### config.mk
export PLATFORM = sky130hd
export DESIGN_NAME = cordic_job_sched
export DESIGN_NICKNAME = d
export VERILOG_FILES = /design/src/rtl/cordic_job_sched.sv
export SDC_FILE = /design/constraint.sdc
export NUM_CORES = 1
export LEC_CHECK = 0
export BUFFER_PORTS_ARGS = -buffer_cell sky130_fd_sc_hd__buf_2
export CAP_MARGIN = 25
export CORE_MARGIN = 2
export CORE_UTILIZATION = 25
export DETAILED_ROUTE_END_ITERATION = 12
export GPL_TIMING_DRIVEN = 0
export HOLD_SLACK_MARGIN = 0.06
export PLACE_DENSITY = 0.58
export SETUP_SLACK_MARGIN = 0.1
export SLEW_MARGIN = 20
export SYNTH_ARGS = -nofsm -noshare
export SYNTH_HDL_FRONTEND = slang
export SYNTH_SLANG_ARGS = --single-unit
### constraint.sdc
create_clock -name clk -period 2.3 [get_ports clk]
set_clock_uncertainty 0.2 [all_clocks]
set_input_delay 0.46 -clock clk [delete_from_list [all_inputs] [get_ports clk]]
set_output_delay 0.46 -clock clk [all_outputs]
set_load 0.005 [all_outputs]
### src/rtl/cordic_job_sched.sv
// Two-requester round-robin scheduler feeding one shared iterative hyperbolic CORDIC core.
// Latency: accept->core_start 1 cycle; core_done->rsp_valid 1 cycle; illegal sn -> rsp_valid 1 cycle after accept.
// Backpressure: one job in flight; both req readys stay low until the response is taken (rsp_valid && rsp_ready).
//
// Ports:
//   clk, reset            rising-edge clock, synchronous active-low reset
//   req{0,1}_*            job sources: valid/ready handshake, x/y/theta operands, sn select
//   core_*                operands + start pulse to the core; done + results back from the core
//   rsp_*                 response channel: valid/ready, requester id, results, error flag
//   busy                  high whenever a job is being handled (any state but IDLE)
module cordic_job_sched #(
   parameter int W       = 16,
   parameter int SNW     = 4,
   parameter int TIMEOUT = 64
) (
   input  logic           clk,
   input  logic           reset,

   input  logic           req0_valid,
   output logic           req0_ready,
   input  logic [W-1:0]   req0_x,
   input  logic [W-1:0]   req0_y,
   input  logic [W-1:0]   req0_theta,
   input  logic [SNW-1:0] req0_sn,

   input  logic           req1_valid,
   output logic           req1_ready,
   input  logic [W-1:0]   req1_x,
   input  logic [W-1:0]   req1_y,
   input  logic [W-1:0]   req1_theta,
   input  logic [SNW-1:0] req1_sn,

   output logic           core_start,
   output logic [W-1:0]   core_x,
   output logic [W-1:0]   core_y,
   output logic [W-1:0]   core_theta,
   output logic [SNW-1:0] core_sn,
   input  logic           core_done,
   input  logic [W-1:0]   core_xo,
   input  logic [W-1:0]   core_yo,
   input  logic [W-1:0]   core_theta_o,

   output logic           rsp_valid,
   input  logic           rsp_ready,
   output logic           rsp_id,
   output logic [W-1:0]   rsp_x,
   output logic [W-1:0]   rsp_y,
   output logic [W-1:0]   rsp_theta,
   output logic           rsp_err,

   output logic           busy
);

   localparam int CW = $clog2(TIMEOUT);

   typedef enum logic [1:0] {
      S_IDLE,
      S_ISSUE,
      S_WAIT,
      S_RESP
   } state_t;

   state_t          state;
   logic            last_grant;
   logic [CW-1:0]   wd_cnt;

   logic            grant0;
   logic            grant1;
   logic            accept;
   logic            sel_id;
   logic [W-1:0]    acc_x;
   logic [W-1:0]    acc_y;
   logic [W-1:0]    acc_theta;
   logic [SNW-1:0]  acc_sn;

   // On a tie the requester that was not served last wins; last_grant
   // resets to 1 so requester 0 wins the first tie.
   always_comb begin
      grant0 = 1'b0;
      grant1 = 1'b0;
      if (req0_valid && req1_valid) begin
         if (last_grant) grant0 = 1'b1;
         else            grant1 = 1'b1;
      end else begin
         grant0 = req0_valid;
         grant1 = req1_valid;
      end
   end

   // Readys are gated by reset so nothing looks accepted while reset is held.
   assign req0_ready = reset && (state == S_IDLE) && grant0;
   assign req1_ready = reset && (state == S_IDLE) && grant1;
   assign accept     = req0_ready || req1_ready;
   assign sel_id     = grant1;

   assign acc_x     = sel_id ? req1_x     : req0_x;
   assign acc_y     = sel_id ? req1_y     : req0_y;
   assign acc_theta = sel_id ? req1_theta : req0_theta;
   assign acc_sn    = sel_id ? req1_sn    : req0_sn;

   assign busy = (state != S_IDLE);

   always_ff @(posedge clk) begin
      if (!reset) begin
         state      <= S_IDLE;
         last_grant <= 1'b1;
         wd_cnt     <= '0;
         core_start <= 1'b0;
         core_x     <= '0;
         core_y     <= '0;
         core_theta <= '0;
         core_sn    <= '0;
         rsp_valid  <= 1'b0;
         rsp_id     <= 1'b0;
         rsp_x      <= '0;
         rsp_y      <= '0;
         rsp_theta  <= '0;
         rsp_err    <= 1'b0;
      end else begin
         case (state)
            S_IDLE: begin
               core_start <= 1'b0;
               if (accept) begin
                  core_x     <= acc_x;
                  core_y     <= acc_y;
                  core_theta <= acc_theta;
                  core_sn    <= acc_sn;
                  rsp_id     <= sel_id;
                  if (acc_sn == '0) begin
                     // sn of zero is not a valid iteration count: answer
                     // straight away with an error and keep the core idle.
                     rsp_valid <= 1'b1;
                     rsp_err   <= 1'b1;
                     rsp_x     <= '0;
                     rsp_y     <= '0;
                     rsp_theta <= '0;
                     state     <= S_RESP;
                  end else begin
                     core_start <= 1'b1;
                     state      <= S_ISSUE;
                  end
               end
            end

            S_ISSUE: begin
               core_start <= 1'b0;
               wd_cnt     <= '0;
               state      <= S_WAIT;
            end

            S_WAIT: begin
               wd_cnt <= wd_cnt + 1'b1;
               // core_done takes priority over an expiring watchdog.
               if (core_done) begin
                  rsp_x     <= core_xo;
                  rsp_y     <= core_yo;
                  rsp_theta <= core_theta_o;
                  rsp_err   <= 1'b0;
                  rsp_valid <= 1'b1;
                  state     <= S_RESP;
               end else if (wd_cnt == CW'(TIMEOUT - 1)) begin
                  rsp_x     <= '0;
                  rsp_y     <= '0;
                  rsp_theta <= '0;
                  rsp_err   <= 1'b1;
                  rsp_valid <= 1'b1;
                  state     <= S_RESP;
               end
            end

            S_RESP: begin
               if (rsp_ready) begin
                  rsp_valid  <= 1'b0;
                  last_grant <= rsp_id;
                  state      <= S_IDLE;
               end
            end

            default: state <= S_IDLE;
         endcase
      end
   end

endmodule

### Word level (Yosys, flattened, before mapping)

Cells that the tools add are included.

* output and inout port bits: 107
* word-level logic and storage cells: 75
* register bits after elaboration: 113
* input port bits: 158

* reduce and logical (&&, ||, !) cells: 17
* equal/unequal tests: 8
* $add $sub $neg: 1
* multiplexer cells: 35

Operators by type and width (number)
* $mux W16: 9
* $pmux W16 S2: 3
* $mux W1: 12
* $pmux W6 S2: 1
* $mux W2: 5
* $pmux W2 S4: 1
* $reduce_bool A2 Y1: 4
* $add A6 B1 Y6 const B: 1
* $eq A6 B6 Y1 const B: 1
* $reduce_and A5 Y1: 1
* $eq A2 B2 Y1 const B: 2
* $logic_and A1 B1 Y1: 4
* $logic_not A4 Y1: 1
* $mux W4: 1
* $ne A2 B2 Y1 const B: 2
* $pmux W1 S2: 2
* $reduce_and A2 Y1: 2
* $reduce_and A4 Y1: 1
* $ne A3 B3 Y1 const B: 1
* $pmux W1 S3: 1
* $reduce_and A3 Y1: 1
* $reduce_bool A3 Y1: 1
* $eq A2 B1 Y1 const B: 1
* $logic_not A2 Y1: 1
* 2 further kinds: 2

### Longest topological paths before layout

* depth after elaboration: 7
* mapped depth: 10
* mapped depth without buffers: 6

### Worst setup path before layout

OpenSTA, ideal clock, no wires.

* kind: reg-to-reg
* start: reg state[0]
* end: reg rsp_x[0]
* path buffers: 3
* data required time: 2028 ps
* data arrival time: 1885 ps
* path slack: 143 ps
* library setup time: 72 ps
* clock period less this slack: 2157 ps
* cell stages (with the launch flop): 10
* cells stage by stage: dfxtp_1 -> inv_1 -> ha_1 -> inv_1 -> a311oi_1 -> a211o_1 -> clkbuf_1 -> buf_6 -> buf_6 -> mux2i_1

* cells in the longest elaborated chain, start to end: 6
* elaborated cells between the ends (all ways): 12
* those cells by class: 4 x eq/ne; 1 x mux; 7 x reduce/logical

Ends and longest elaborated chain
* start, declared: line 63 `state_t state;`
* start signal, assigned: line 105 `state <= S_IDLE;`
* start signal, assigned: line 137 `state <= S_RESP;`
* start signal, assigned: line 140 `state <= S_ISSUE;`
* $logic_not A2 Y1: line 91, 92, 120
* $logic_and A1 B1 Y1: line 91, 92
* $logic_and A1 B1 Y1, on equally long branches: line 91, 92
* $logic_or A1 B1 Y1: line 93 `assign accept = req0_ready || req1_ready;`
* $ne A2 B2 Y1 (no line)
* $reduce_and A4 Y1 (no line)
* end signal, assigned: line 155 `rsp_x <= core_xo;`
* end, declared: line 46 `output logic [W-1:0] rsp_x,`

Parallel ways exist; a longest one is shown, timed or not.
A chain may end at the register's enable or synchronous reset.

### Worst setup path in the final report

* start: reg state[0]
* end: out req0_ready

* cells in the longest elaborated chain, start to end: 3

Ends and longest elaborated chain
* $logic_not A2 Y1: line 91 `assign req0_ready = reset && (state == S_IDLE) && grant0;`
* $logic_and A1 B1 Y1 (2 in series): line 91
* end, declared: line 20 `output logic req0_ready,`

Every way passes these cells.

==> flow_summary_export.csv <==
group,metric,value,unit
cells_and_area,drive_gt1_frac,0.398,
cells_and_area,nNetsFinal,971,
global_route,track_usage,0.150,
placed_design,gp_congestion,0.770,
sta,rsz0062_at_grt,"yes",
detailed_routing,route.detailed.drc,0,
detailed_routing,wl_per_cell,14.6,µm
critical_path,cp_top_family,"flip-flops",
critical_path,cp_data_arrival_time,1.44,ns
yosys,syn_area_per_cell,9.26,µm²
cts,numClockSinks,113,
yosys,synth.largest_area_cell,"dfxtp_1",
die,io_pins,265,
cts,clk_latency,0.40,ns
outcome,status,"finished clean",
global_route,grt_max_degree,17,
yosys,synth_flop_cell,"dfxtp_1",
sta,whs,0.0921,ns
pwr,p_per_area,980,nW/µm²
placed_design,place_area,6500,µm²
die,dieArea,20500,µm²
flow_run,max_cap_viol_count,0,
sta,slew_headroom,0.644,
critical_path,worstSetupPathType,"reg2out",
cts,h-tree-depth,4,
detailed_routing,num_vias,4729,
sta,setup_ws,0.202,ns
detailed_routing,vias_per_cell,4.38,
global_route,grt_antenna_before_repair,0,
detailed_routing,wl_met1,7.02,mm
yosys,async_reset_ff_frac,0,
detailed_routing,drtAntennaViolNets,0,
yosys,synth_area_leaders,"dfxtp_1, mux2i_1, a211oi_1",
cells_and_area,areaGrowthSynthToFinish,48.0,%
pwr,vdd_drop_max,0.000428,V
cts,path_clk_slew,0.06,ns
global_route,grt.overflow.total,0,
placed_design,post-place-ws,-0.716,ns
detailed_routing,drt_iter0_drc,141,
critical_path,startpoint_type,"flop",
yosys,synth-edff-count,0,
cts,clockBufferDepth,2,
detailed_routing,top_layer_used,"met4",
critical_path,cp_max_fo,7,
pwr,fin_total_pwr,0.00705,W
die,core_area,18900,µm²
cts,hold_buffers,0,
critical_path,worstPathCellList,"inv_2, ha_4, nand3_1, a21oi_2, buf_2",
detailed_routing,wl,15.7,mm
cts,cts_tree,"built",
critical_path,cp_num_buf_inv,2,
cells_and_area,final_cell_area,7190,µm²
worst_hold_path,holdCritPathClass,"in2reg",
sta,fmax,477,MHz
die,die_x,143,µm
sta,slew_violations,0,
placed_design,port_buffers,264,
die,start_util,0.257,
global_route,first_global_vias,4603,
critical_path,critPathMaxStageDelay,0.35,ns
detailed_routing,met3_length,1.20,mm
yosys,seq_area_frac_synth,0.466,
cts,cts_root_buf,"clkbuf_16",
yosys,syn_nets,688,
cells_and_area,antenna_cells,0,
global_route,grt_pass1_wl,23.7,mm
yosys,ys_ff_latch,113,
die,num_rows,50,
detailed_routing,dr.pass1.iters,5,
yosys,postSynthCellCount,524,
cts,cts_buffers,17,
sta,final_min_period_over_clock_period,0.912,
sta,tightest_slew,0.529,ns
cells_and_area,finish.utilization,0.380,
placed_design,place_hpwl,12.2,mm
yosys,syn_area,4850,µm²
sta,setup_viol,0,
critical_path,worst_ep_required_time,1.64,ns
yosys,synth_top_area_share,0.466,
sta,min_period,2.10,ns
critical_path,cpMaxStageDelayCell,"dfxtp_1",
detailed_routing,dr_wl_met2,7.31,mm
pwr,leakage,3.52,nW
yosys,yosysUniqueCellTypes,38,
die,die_height,143,µm
sta,hold_viol_final,0,
critical_path,end_kind,"output port",
yosys,ys.warnings.count,0,
area by class of cell:
type	instances	area [µm²]
Buffer	39	193
Inverter	7	26.3
Tap cell	260	325
Clock inverter	14	166
Sequential cell	113	2260
Multi-Input combinational cell	363	2450
Clock buffer	18	429
Fill cell	2010	11700
Timing Repair Buffer	266	1340
stage by stage:
stage	instances	TNS (ns)
floorplan	524	0
global placement	1048	-49.81
detailed placement	1048	-49.88
CTS	1080	0
global route	1080	0
finish	1080	0
worst register-to-register path, delay by kind of cell, from the launching register on:
| family | cells | cell delay [ns] |
|---|---|---|
| multiplexers | 1 | 0.12 |
| adder cells (fa/ha/maj) | 1 | 0.19 |
| flip-flops | 1 | 0.41 |
| AO/OA/AOI/OAI | 2 | 0.47 |
| buffers and inverters | 4 | 0.57 |
layer usage:
layer	global-route usage	vias up
met5	0	-
met1	0.186	2119
met3	0.0453	12
met2	0.249	201
met4	0.0521	0
li1	-	2397
synth_stat cells (all sizes together), types with 2 or more instances:
cell    instances
a211oi         52
a21oi           4
and3            3
buf            16
clkbuf         25
dfxtp         113
ha              6
inv             7
mux2i         102
nand2         103
nand2b          2
nand3           3
nand4           2
nor2           60
nor4            3
o211a           2
o311a           2
xor2            3
repair_timing:
action,4_1_cts,5_1_grt
buffers inserted,2,0
hold endpoints to repair,0,0
pin swaps,1,0
resized for setup,21,4
endpoints found under the setup margin,108,8
cells in the final DEF (no fill, tap or decap), drive strengths merged, types with 4 or more instances in the layout:
cell type | synthesis | routed
clkbuf | 25 | 41
ha | 6 | 6
buf | 16 | 282
clkinv | 0 | 7
nor2 | 60 | 60
a211oi | 52 | 52
mux2i | 102 | 102
dfxtp | 113 | 113
a21oi | 4 | 4
inv | 7 | 7
clkinvlp | 0 | 4
nand2 | 103 | 103
flip-flops by register name (all words and copies together), names as in the netlist:
| register | count |
|---|---|
| core_sn | 4 |
| core_start | 1 |
| core_theta | 16 |
| core_x | 16 |
| core_y | 16 |
| last_grant | 1 |
| rsp_err | 1 |
| rsp_id | 1 |
| rsp_theta | 16 |
| rsp_valid | 1 |
| rsp_x | 16 |
| rsp_y | 16 |
| state | 2 |
| wd_cnt | 6 |
cell families after synthesis:
group | synth area share
flip-flops | 0.466
AO/OA/AOI/OAI | 0.111
buffers and inverters | 0.0430
AND/OR/NAND/NOR | 0.147
XOR/XNOR | 0.00722
multiplexers | 0.210
adder cells (fa/ha/maj) | 0.0155
path summary, 6_finish.rpt:
kind | cells past startpoint | slack, ns | startpoint | to
setup / recovery | 5 | 0.20 | state[0]$_SDFFE_PN0P_ | req0_ready
hold / removal | 3 | 0.09 | core_theta_o[4] | rsp_theta[4]$_SDFFE_PN0P_
setup reg to reg | 8 | 0.21 | state[1]$_SDFFE_PN0P_ | rsp_x[1]$_SDFFE_PN0P_
hold reg to reg | 2 | 0.25 | rsp_valid$_SDFFE_PN0P_ | rsp_valid$_SDFFE_PN0P_
where the power goes:
group | internal (W) | switching, W | total (W)
logic | 0.000887 | 0.00109 | 0.00198
registers | 0.00225 | 0.000164 | 0.00241
clock network | 0.00170 | 0.000956 | 0.00265
Power figures use the tool's default switching activity.
